==> src/rtl/seg7_pkg.sv <==
// Shared seven-segment definitions: digit patterns (gfedcba), decoder state
// and decoded-result types, plus the pattern-to-digit decode helper.
package seg7_pkg;

    localparam int SEG_W   = 7;
    localparam int SAMPLE_W = SEG_W + 1;
    localparam int DIGITS  = 8;

    // Index i holds the segment pattern that lights digit i; the encoder uses this same table.
    localparam logic [SEG_W-1:0] DIGIT_PATTERNS [DIGITS] = '{
        7'h3F, 7'h06, 7'h5B, 7'h4F, 7'h66, 7'h6D, 7'h7D, 7'h07
    };

    typedef enum logic [0:0] {
        TRACK = 1'b0,
        VALID = 1'b1
    } state_e;

    typedef struct packed {
        logic [2:0] index;
        logic [7:0] onehot;
        logic       empty;
        logic       error;
    } decode_t;

    // Sample layout is {none, segs}; anything not a digit or a clean None is an error.
    function automatic decode_t decode_sample(input logic [SAMPLE_W-1:0] sample);
        decode_t res;
        res.index  = 3'd0;
        res.onehot = 8'h00;
        res.empty  = 1'b0;
        res.error  = 1'b1;
        if (sample[SAMPLE_W-1]) begin
            if (sample[SEG_W-1:0] == '0) begin
                res.empty = 1'b1;
                res.error = 1'b0;
            end
        end else begin
            for (int i = 0; i < DIGITS; i++) begin
                if (sample[SEG_W-1:0] == DIGIT_PATTERNS[i]) begin
                    res.index  = 3'(i);
                    res.onehot = 8'h01 << i;
                    res.error  = 1'b0;
                end
            end
        end
        return res;
    endfunction

endpackage

==> src/rtl/seg7_input_filter.sv <==
// Two-flop synchronizer followed by a stability debouncer; 'stable' is high
// once the sample has been unchanged for STABLE_CYCLES consecutive cycles.
module seg7_input_filter
    import seg7_pkg::*;
#(
    parameter int STABLE_CYCLES = 4
) (
    input  logic                clk,
    input  logic                rst,
    input  logic [SAMPLE_W-1:0] sample_in,
    output logic [SAMPLE_W-1:0] sample_out,
    output logic                stable
);

    localparam int CNT_W = $clog2(STABLE_CYCLES + 1);
    localparam logic [CNT_W-1:0] CNT_MAX = CNT_W'(STABLE_CYCLES);

    logic [SAMPLE_W-1:0] sync1_q, sync1_d;
    logic [SAMPLE_W-1:0] sync2_q, sync2_d;
    logic [SAMPLE_W-1:0] prev_q,  prev_d;
    logic [CNT_W-1:0]    cnt_q,   cnt_d;

    always_comb begin
        sync1_d = sample_in;
        sync2_d = sync1_q;
        prev_d  = sync2_q;
        if (sync2_q != prev_q) begin
            cnt_d = '0;
        end else if (cnt_q == CNT_MAX) begin
            cnt_d = cnt_q;
        end else begin
            cnt_d = cnt_q + CNT_W'(1);
        end
    end

    always_ff @(posedge clk) begin
        if (rst) begin
            sync1_q <= '0;
            sync2_q <= '0;
            prev_q  <= '0;
            cnt_q   <= '0;
        end else begin
            sync1_q <= sync1_d;
            sync2_q <= sync2_d;
            prev_q  <= prev_d;
            cnt_q   <= cnt_d;
        end
    end

    assign sample_out = prev_q;
    assign stable     = (cnt_q == CNT_MAX);

endmodule

==> src/rtl/seg7_priority_decoder.sv <==
// Seven-segment readback decoder: filters the pin sample, decodes it and
// reports each new stable value once over valid/ready. Define ERR_CNT_EN for err_count.
//
// state | meaning
// TRACK | waiting for a stable sample that differs from the last one reported
// VALID | result held on the outputs until out_ready
module seg7_priority_decoder
    import seg7_pkg::*;
#(
    parameter int STABLE_CYCLES = 4
) (
    input  logic             clk,
    input  logic             rst,
    input  logic [SEG_W-1:0] seg_in,
    input  logic             none_in,
    input  logic             out_ready,
    output logic             out_valid,
    output logic [2:0]       out_index,
    output logic [7:0]       out_onehot,
    output logic             out_empty,
    output logic             out_error
`ifdef ERR_CNT_EN
    ,
    output logic [7:0]       err_count
`endif
);

    logic [SAMPLE_W-1:0] sample;
    logic                stable;
    decode_t             dec;

    state_e              state_q,         state_d;
    logic [2:0]          out_index_q,     out_index_d;
    logic [7:0]          out_onehot_q,    out_onehot_d;
    logic                out_empty_q,     out_empty_d;
    logic                out_error_q,     out_error_d;
    logic [SAMPLE_W-1:0] last_reported_q, last_reported_d;
    logic                load;

    seg7_input_filter #(
        .STABLE_CYCLES(STABLE_CYCLES)
    ) u_filter (
        .clk        (clk),
        .rst        (rst),
        .sample_in  ({none_in, seg_in}),
        .sample_out (sample),
        .stable     (stable)
    );

    always_comb begin
        dec             = decode_sample(sample);
        state_d         = state_q;
        out_index_d     = out_index_q;
        out_onehot_d    = out_onehot_q;
        out_empty_d     = out_empty_q;
        out_error_d     = out_error_q;
        last_reported_d = last_reported_q;
        load            = 1'b0;
        case (state_q)
            TRACK: begin
                // last_reported resets to 8'h00, so an all-dark bus is never reported after reset.
                if (stable && (sample != last_reported_q)) begin
                    load            = 1'b1;
                    out_index_d     = dec.index;
                    out_onehot_d    = dec.onehot;
                    out_empty_d     = dec.empty;
                    out_error_d     = dec.error;
                    last_reported_d = sample;
                    state_d         = VALID;
                end
            end
            VALID: begin
                if (out_ready) begin
                    state_d = TRACK;
                end
            end
            default: begin
                state_d = TRACK;
            end
        endcase
    end

    always_ff @(posedge clk) begin
        if (rst) begin
            state_q         <= TRACK;
            out_index_q     <= '0;
            out_onehot_q    <= '0;
            out_empty_q     <= 1'b0;
            out_error_q     <= 1'b0;
            last_reported_q <= '0;
        end else begin
            state_q         <= state_d;
            out_index_q     <= out_index_d;
            out_onehot_q    <= out_onehot_d;
            out_empty_q     <= out_empty_d;
            out_error_q     <= out_error_d;
            last_reported_q <= last_reported_d;
        end
    end

`ifdef ERR_CNT_EN
    logic [7:0] err_count_q, err_count_d;

    always_comb begin
        err_count_d = err_count_q;
        if (load && dec.error && (err_count_q != 8'hFF)) begin
            err_count_d = err_count_q + 8'd1;
        end
    end

    always_ff @(posedge clk) begin
        if (rst) begin
            err_count_q <= '0;
        end else begin
            err_count_q <= err_count_d;
        end
    end

    assign err_count = err_count_q;
`endif

    assign out_valid  = (state_q == VALID);
    assign out_index  = out_index_q;
    assign out_onehot = out_onehot_q;
    assign out_empty  = out_empty_q;
    assign out_error  = out_error_q;

endmodule

==> config.mk <==
export PLATFORM = sky130hd
export DESIGN_NAME = seg7_priority_decoder
export DESIGN_NICKNAME = d
export VERILOG_FILES = /design/src/rtl/seg7_pkg.sv /design/src/rtl/seg7_input_filter.sv /design/src/rtl/seg7_priority_decoder.sv
export SDC_FILE = /design/constraint.sdc
export NUM_CORES = 1
export LEC_CHECK = 0
export ABC_AREA = 0
export CELL_PAD_IN_SITES_DETAIL_PLACEMENT = 1
export CELL_PAD_IN_SITES_GLOBAL_PLACEMENT = 2
export CORE_AREA = 5 5 84 86
export CTS_BUF_LIST = sky130_fd_sc_hd__clkbuf_4 sky130_fd_sc_hd__clkbuf_8 sky130_fd_sc_hd__clkbuf_16
export CTS_CLUSTER_DIAMETER = 150
export DETAILED_ROUTE_END_ITERATION = 12
export DIE_AREA = 0 0 89 91
export GPL_ROUTABILITY_DRIVEN = 0
export MAX_ROUTING_LAYER = met4
export PLACE_DENSITY_LB_ADDON = 0.2
export SLEW_MARGIN = 20
export SYNTH_ARGS = -nofsm -noshare
export SYNTH_HDL_FRONTEND = slang
export SYNTH_HIERARCHICAL = 1
export SYNTH_SLANG_ARGS = --single-unit
export TNS_END_PERCENT = 20
==> constraint.sdc <==
create_clock -name clk -period 2.1 [get_ports clk]
set_input_delay 0.42 -clock clk [delete_from_list [all_inputs] [get_ports clk]]
set_output_delay 0.42 -clock clk [all_outputs]
set_load 0.01 [all_outputs]
==> flow_summary.yaml, run 1 <==
run_status:
  status: "complete, no violations"
synth:
  synth_seq_area_share: 0.463
  synth_largest_area_cell: "dfxtp_1"
  synth_flop_cell: "dfxtp_1"
  syn-cell-area_sq_um: 2120
  synth_edf_count: 0
  ys_seq_elements: 49
  synth_cells: 212
  yosysWarnings: 6
  synthesis.nets: 225
  yosys-top-cells-area: "dfxtp_1 46%, nor2b_1 7.7%, xnor2_1 5.8%"
  syn-mean-instance-area_sq_um: 10.0
  synth_cell_types: 43
  async_flop_share: 0
  yosysTopAreaCellShare: 0.463
power:
  leakagePower_nw: 0.965
  comb_power_share: 0.061
  powerDensity_nw_per_um2: 690
  netSwitchingFraction: 0.223
  p_clk_frac: 0.389
  p_int_w: 0.00136
  vdd_drop_max_v: 0.000368
  seqPwrFrac: 0.550
  power_switching_w: 0.000392
  p_total_w: 0.00175
clock_network:
  cts_tree: "done"
  cts_hold_buffers: 0
  clkLatencyLatePin_ns: 0.30
  clock_path_buffers: 2
  cts-buffers-inserted: 5
  cts_htree_levels: 2
  clk_pin_slew_ns: 0.09
  cts_sinks: 49
  root_buffer: "clkbuf_8"
sta:
  relSlewSlack: 0.748
  drv_slew: 0
  worst_pin_slew_ns: 0.375
  setup_viol: 0
  rsz0062_at_grt: "no"
  period_share: 0.874
  hold_viol_final: 0
  skew_ns: 0.00826
  fin_crit_ns: 1.84
  finalSetupTns_ns: 0
  clock.fmax_mhz: 545
final_layout:
  drive_gt1_frac: 0.120
  final_area_sq_um: 2540
  nNetsFinal: 253
  syn_to_final_growth_pct: 19.9
  finalNonFillerCells: 318
  diodes: 0
global_routing:
  antenna_found_initial: 0
  grt_use_total: 0.120
  grt_overflow_total: 0
  grt_pass1_wl_mm: 7.41
  grt_max_degree: 32
  grt_pass1_vias: 1508
placement:
  dpl-instance-area_sq_um: 2430
  placed_cells: 310
  hpwlAfterDp_mm: 3.17
  io_buffers: 24
setup_path:
  cp_max_fo: 10
  startpoint_type: "flop"
  slowest_delay_ns: 0.53
  worstSetupEndpointType: "flop"
  path_common_cell: "inv_1"
  cp.arrival_ns: 2.07
  crit_required_ns: 2.34
  cp_slowest_cell: "or4b_1"
  timing.critical_path.buf_inv: 2
  worstPathCellList: "inv_1, ha_1, nand2_1, inv_1, nor2b_2, o21ai_4, or4b_1, a21oi_1"
  path_class: "flop to flop"
  cp_top_family: "simple AND/OR/NAND/NOR gates"
drt:
  first_pass_iters: 4
  vias: 1517
  via_per_inst: 4.77
  wl_mm: 4.36
  drc: 0
  first_iter_violations: 44
  wl_per_cell_microns: 13.7
  final_antenna_net_count: 0
floorplan:
  core-area_sq_um: 6200
  io_pins: 25
  fp-row-count: 29
  die_w_microns: 89
  fp.dieH_microns: 91
  dieArea_sq_um: 8100
  start_util: 0.342
job:
  drv_cap: 0
worst_hold_path:
  min_path_type: "flop to flop"
[worst paths after layout]
| check | slack [ns] | from | endpoint | cells past startpoint |
|---|---|---|---|---|
| min | 0.44 | u_filter/sync1_q[1] | u_filter/prev_d[1] | 1 |
| max reg2reg | 0.26 | u_filter/cnt_q[0] | out_onehot[7] | 8 |
| max | 0.26 | u_filter/cnt_q[0] | out_onehot[7] | 8 |
| min reg2reg | 0.44 | u_filter/sync1_q[1] | u_filter/prev_d[1] | 1 |
[registers in the layout, summed over array words and instances (netlist names)]
register	cells
last_reported_q	8
out_onehot	8
u_filter/prev_d	8
u_filter/sample_out	8
u_filter/sync1_q	8
out_index	3
u_filter/cnt_q	3
out_empty	1
out_error	1
out_valid	1
[area by class of cell]
cell class | instances | area [sq um]
clock inverter | 3 | 43.8
inverter | 6 | 22.5
multi-input combinational | 143 | 995
clock buffer | 5 | 68.8
fill | 707 | 3660
sequential | 49 | 981
timing repair buffer | 35 | 335
tap | 77 | 96.3
[cells by family after synthesis]
| family | share of synthesized area |
|---|---|
| adders and majority gates | 0.0118 |
| DFF | 0.463 |
| muxes | 0.0472 |
| AOI/OAI and AO/OA | 0.0873 |
| and+or+nand+nor | 0.247 |
| buffers and inverters | 0.0696 |
| xor gates and xnor gates | 0.0743 |
[worst register-to-register path, delay by kind of cell (launching register included)]
family          cells  cell delay [ns]
flops               1             0.36
buf+inv             2             0.13
simple gates        3             0.84
fa+ha+maj           1             0.16
compound gates      2             0.28
[cell usage after synthesis, types with 4 or more instances]
master    number
nand3b_1       6
xnor2_1       14
a21oi_1       10
nor4_1         4
nor2b_1       26
xor2_1         4
mux2i_1       10
nand2_1       18
inv_1          6
dfxtp_1       49
buf_6          5
nor2_1        13
[layer usage]
layer	GRT usage	share of wire	vias to the layer above
li1	-	-	771
met2	0.194	0.49	23
met4	0.0372	0.0092	0
met1	0.149	0.46	719
met5	-	0	-
met3	0.0271	0.039	4
[stage by stage]
stage	hold slack [ns]	util	setup slack, ns
2_1_floorplan	0.414	-	0.458
3_3_place_gp	0.416	0.391	0.190
3_5_place_dp	0.426	0.391	0.165
4_1_cts	0.448	0.409	0.137
5_1_grt	0.462	0.410	0.0640
6_report	0.443	0.410	0.265
[power by group through the flow]
stage          combinational [W]  sequential, W  clock [W]
6_report                0.000107       0.000964   0.000683
5_1_grt                 0.000119       0.000968   0.000753
4_1_cts                 0.000110       0.000965   0.000716
3_5_place_dp            0.000109       0.000986          0
3_3_place_gp            0.000108       0.000985          0
2_1_floorplan          0.0000768       0.000980          0
[cell usage in the layout (no fill, tap or decap), drive strengths merged]
cell	synthesis	layout
nand3b	6	6
nor4	5	5
ha	2	2
and3	2	2
nor2	13	13
and4bb	1	1
nand3	3	3
clkdlybuf4s50	0	24
clkinv	0	1
o41ai	1	1
nor3b	1	1
nand2b	1	1
inv	6	7
o31a	1	1
nand2	18	18
a2111oi	1	1
a311oi	1	1
xor2	4	4
nor2b	26	26
bufinv	0	1
clkbuf	3	5
a221oi	1	1
o311ai	1	1
dfxtp	49	49
nand4b	1	1
xnor2	14	14
or3	3	3
nor3	3	3
mux2i	10	10
a211o	1	1
nand4	3	3
a21oi	10	10
buf	8	11
or4b	1	1
o21ai	6	6
or4	2	2
o22ai	1	1
[what timing repair did]
item	4_1_cts	5_1_grt
endpoints found under the setup margin	0	1
buffers inserted	0	0
gates resized for setup	0	1
(Power assumes the default switching activity.)
==> run 2: changes to the inputs <==
--- a/config.mk
+++ b/config.mk
@@ -8,14 +8,15 @@
 export ABC_AREA = 0
 export CELL_PAD_IN_SITES_DETAIL_PLACEMENT = 1
 export CELL_PAD_IN_SITES_GLOBAL_PLACEMENT = 2
-export CORE_AREA = 5 5 84 86
+export CORE_AREA = 2 2 81 83
 export CTS_BUF_LIST = sky130_fd_sc_hd__clkbuf_4 sky130_fd_sc_hd__clkbuf_8 sky130_fd_sc_hd__clkbuf_16
 export CTS_CLUSTER_DIAMETER = 150
 export DETAILED_ROUTE_END_ITERATION = 12
-export DIE_AREA = 0 0 89 91
+export DIE_AREA = 0 0 83 85
 export GPL_ROUTABILITY_DRIVEN = 0
 export MAX_ROUTING_LAYER = met4
 export PLACE_DENSITY_LB_ADDON = 0.2
+export SETUP_SLACK_MARGIN = 0.1
 export SLEW_MARGIN = 20
 export SYNTH_ARGS = -nofsm -noshare
 export SYNTH_HDL_FRONTEND = slang
==> run 2 against run 1 <==
Against the previous run: register-to-register slack improved by 0.04 ns; critical endpoint is now last_reported_q[5]; sequential cell count stayed put; clock power barely moved; critical path depth is 2 lower; largest cell class unchanged; largest power group unchanged; clock skew down 0.0021 ns.
==> flow_summary.yaml, run 2 (synthesized netlist as in run 1, its figures left out) <==
sta:
  fin_crit_ns: 1.79
  skew_ns: 0.00618
  worst_pin_slew_ns: 0.405
  rsz0062_at_grt: "no"
  setup_viol: 0
  relSlewSlack: 0.726
  clock.fmax_mhz: 557
  drv_slew: 0
  layout_setup_ws_ns: 0.305
  finalSetupTns_ns: 0
  hold_viol_final: 0
  period_share: 0.855
global_routing:
  grt_pass1_vias: 1474
  grt_max_degree: 50
  grt_overflow_total: 0
  antenna_found_initial: 0
  grt_pass1_wl_mm: 7.17
  grt_use_total: 0.132
clock_network:
  root_buffer: "clkbuf_8"
  cts_sinks: 49
  cts_htree_levels: 2
  clkLatencyLatePin_ns: 0.30
  cts_setup_buffers: 0
  cts-buffers-inserted: 5
  cts_tree: "done"
  clk_pin_slew_ns: 0.09
  clock_path_buffers: 2
final_layout:
  drive_gt1_frac: 0.124
  mostFrequentLayoutCells: "49 x dfxtp_1, 25 x nor2b_1, 24 x clkdlybuf4s50_1"
  diodes: 0
  mostFrequentLayoutCell: "dfxtp_1"
  final_area_sq_um: 2560
  syn_to_final_growth_pct: 20.9
  nNetsFinal: 254
floorplan:
  die_w_microns: 83
  io_pins: 25
  dieArea_sq_um: 7060
  fp.dieH_microns: 85
  core-area_sq_um: 6200
  fp-row-count: 29
  start_util: 0.342
power:
  vdd_drop_max_v: 0.000371
  leakagePower_nw: 0.975
  p_total_w: 0.00175
  powerDensity_nw_per_um2: 684
drt:
  final_antenna_net_count: 0
  wl_per_cell_microns: 13.3
  first_pass_iters: 3
  vias: 1530
  wl_mm: 4.25
  drc: 0
  via_per_inst: 4.80
  first_iter_violations: 51
placement:
  dpl-instance-area_sq_um: 2450
  dp_slack_ns: 0.255
  io_buffers: 24
  hpwlAfterDp_mm: 3.05
setup_path:
  cp.arrival_ns: 1.99
  path_class: "flop to flop"
  worstSetupEndpointType: "flop"
  cp_max_fo: 11
  startpoint_type: "flop"
  crit_required_ns: 2.30
worst_hold_path:
  min_path_type: "flop to flop"
run_status:
  status: "complete, no violations"
job:
  drv_cap: 0
## run 2: timing repair
action,CTS,global route
endpoints found under the setup margin,0,2
resized for setup,0,1
hold buffers,0,0
## run 2: layout make-up
cell class / count / area (sq um)
Fill cell: 703 / 3640
Multi-Input combinational cell: 143 / 995
Tap cell: 77 / 96.3
Timing Repair Buffer: 36 / 355
Sequential cell: 49 / 981
Clock inverter: 2 / 38.8
Inverter: 6 / 22.5
Clock buffer: 6 / 76.3
## run 2: final timing paths
| kind | start | end | depth (start not counted) | slack, ns |
|---|---|---|---|---|
| min reg2reg | u_filter/sync1_q[4] | u_filter/prev_d[4] | 1 | 0.44 |
| min | u_filter/sync1_q[4] | u_filter/prev_d[4] | 1 | 0.44 |
| max reg2reg | u_filter/sample_out[1] | last_reported_q[5] | 6 | 0.31 |
| max | u_filter/sample_out[1] | last_reported_q[5] | 6 | 0.31 |
## run 2: metrics by stage
stage / util / hold WS [ns] / std cells
6_report: 0.413 / 0.441 / 319
5_1_grt: 0.413 / 0.467 / 319
4_1_cts: 0.413 / 0.449 / 319
3_5_place_dp: 0.394 / 0.426 / 311
3_3_place_gp: 0.394 / 0.416 / 311
2_1_floorplan: - / 0.414 / 212
## run 2: report_power, final
group | leakage, nW | switching (W) | internal, W
Sequential | 0.399 | 0.0000139 | 0.000949
Clock | 0.0588 | 0.000310 | 0.000370
Combinational | 0.517 | 0.0000528 | 0.0000588
Total | 0.975 | 0.000376 | 0.00138
## run 2: metal layers
layer / wire [microns] / vias to the layer above / global-route usage / part of all wire
met2: 2160 / 22 / 0.222 / 0.51
li1: - / 770 / - / -
met5: 0 / - / - / 0
met4: 64 / 0 / 0.0447 / 0.015
met1: 1880 / 731 / 0.155 / 0.44
met3: 138 / 7 / 0.0321 / 0.033
## run 2: worst max-delay path, cell delays in order (launching register included)
cell     delay, ns
dfxtp_1       0.52
xnor2_1       0.16
nand4_1       0.20
o21ai_4       0.37
buf_12        0.20
mux2i_1       0.19
nor2_1        0.05
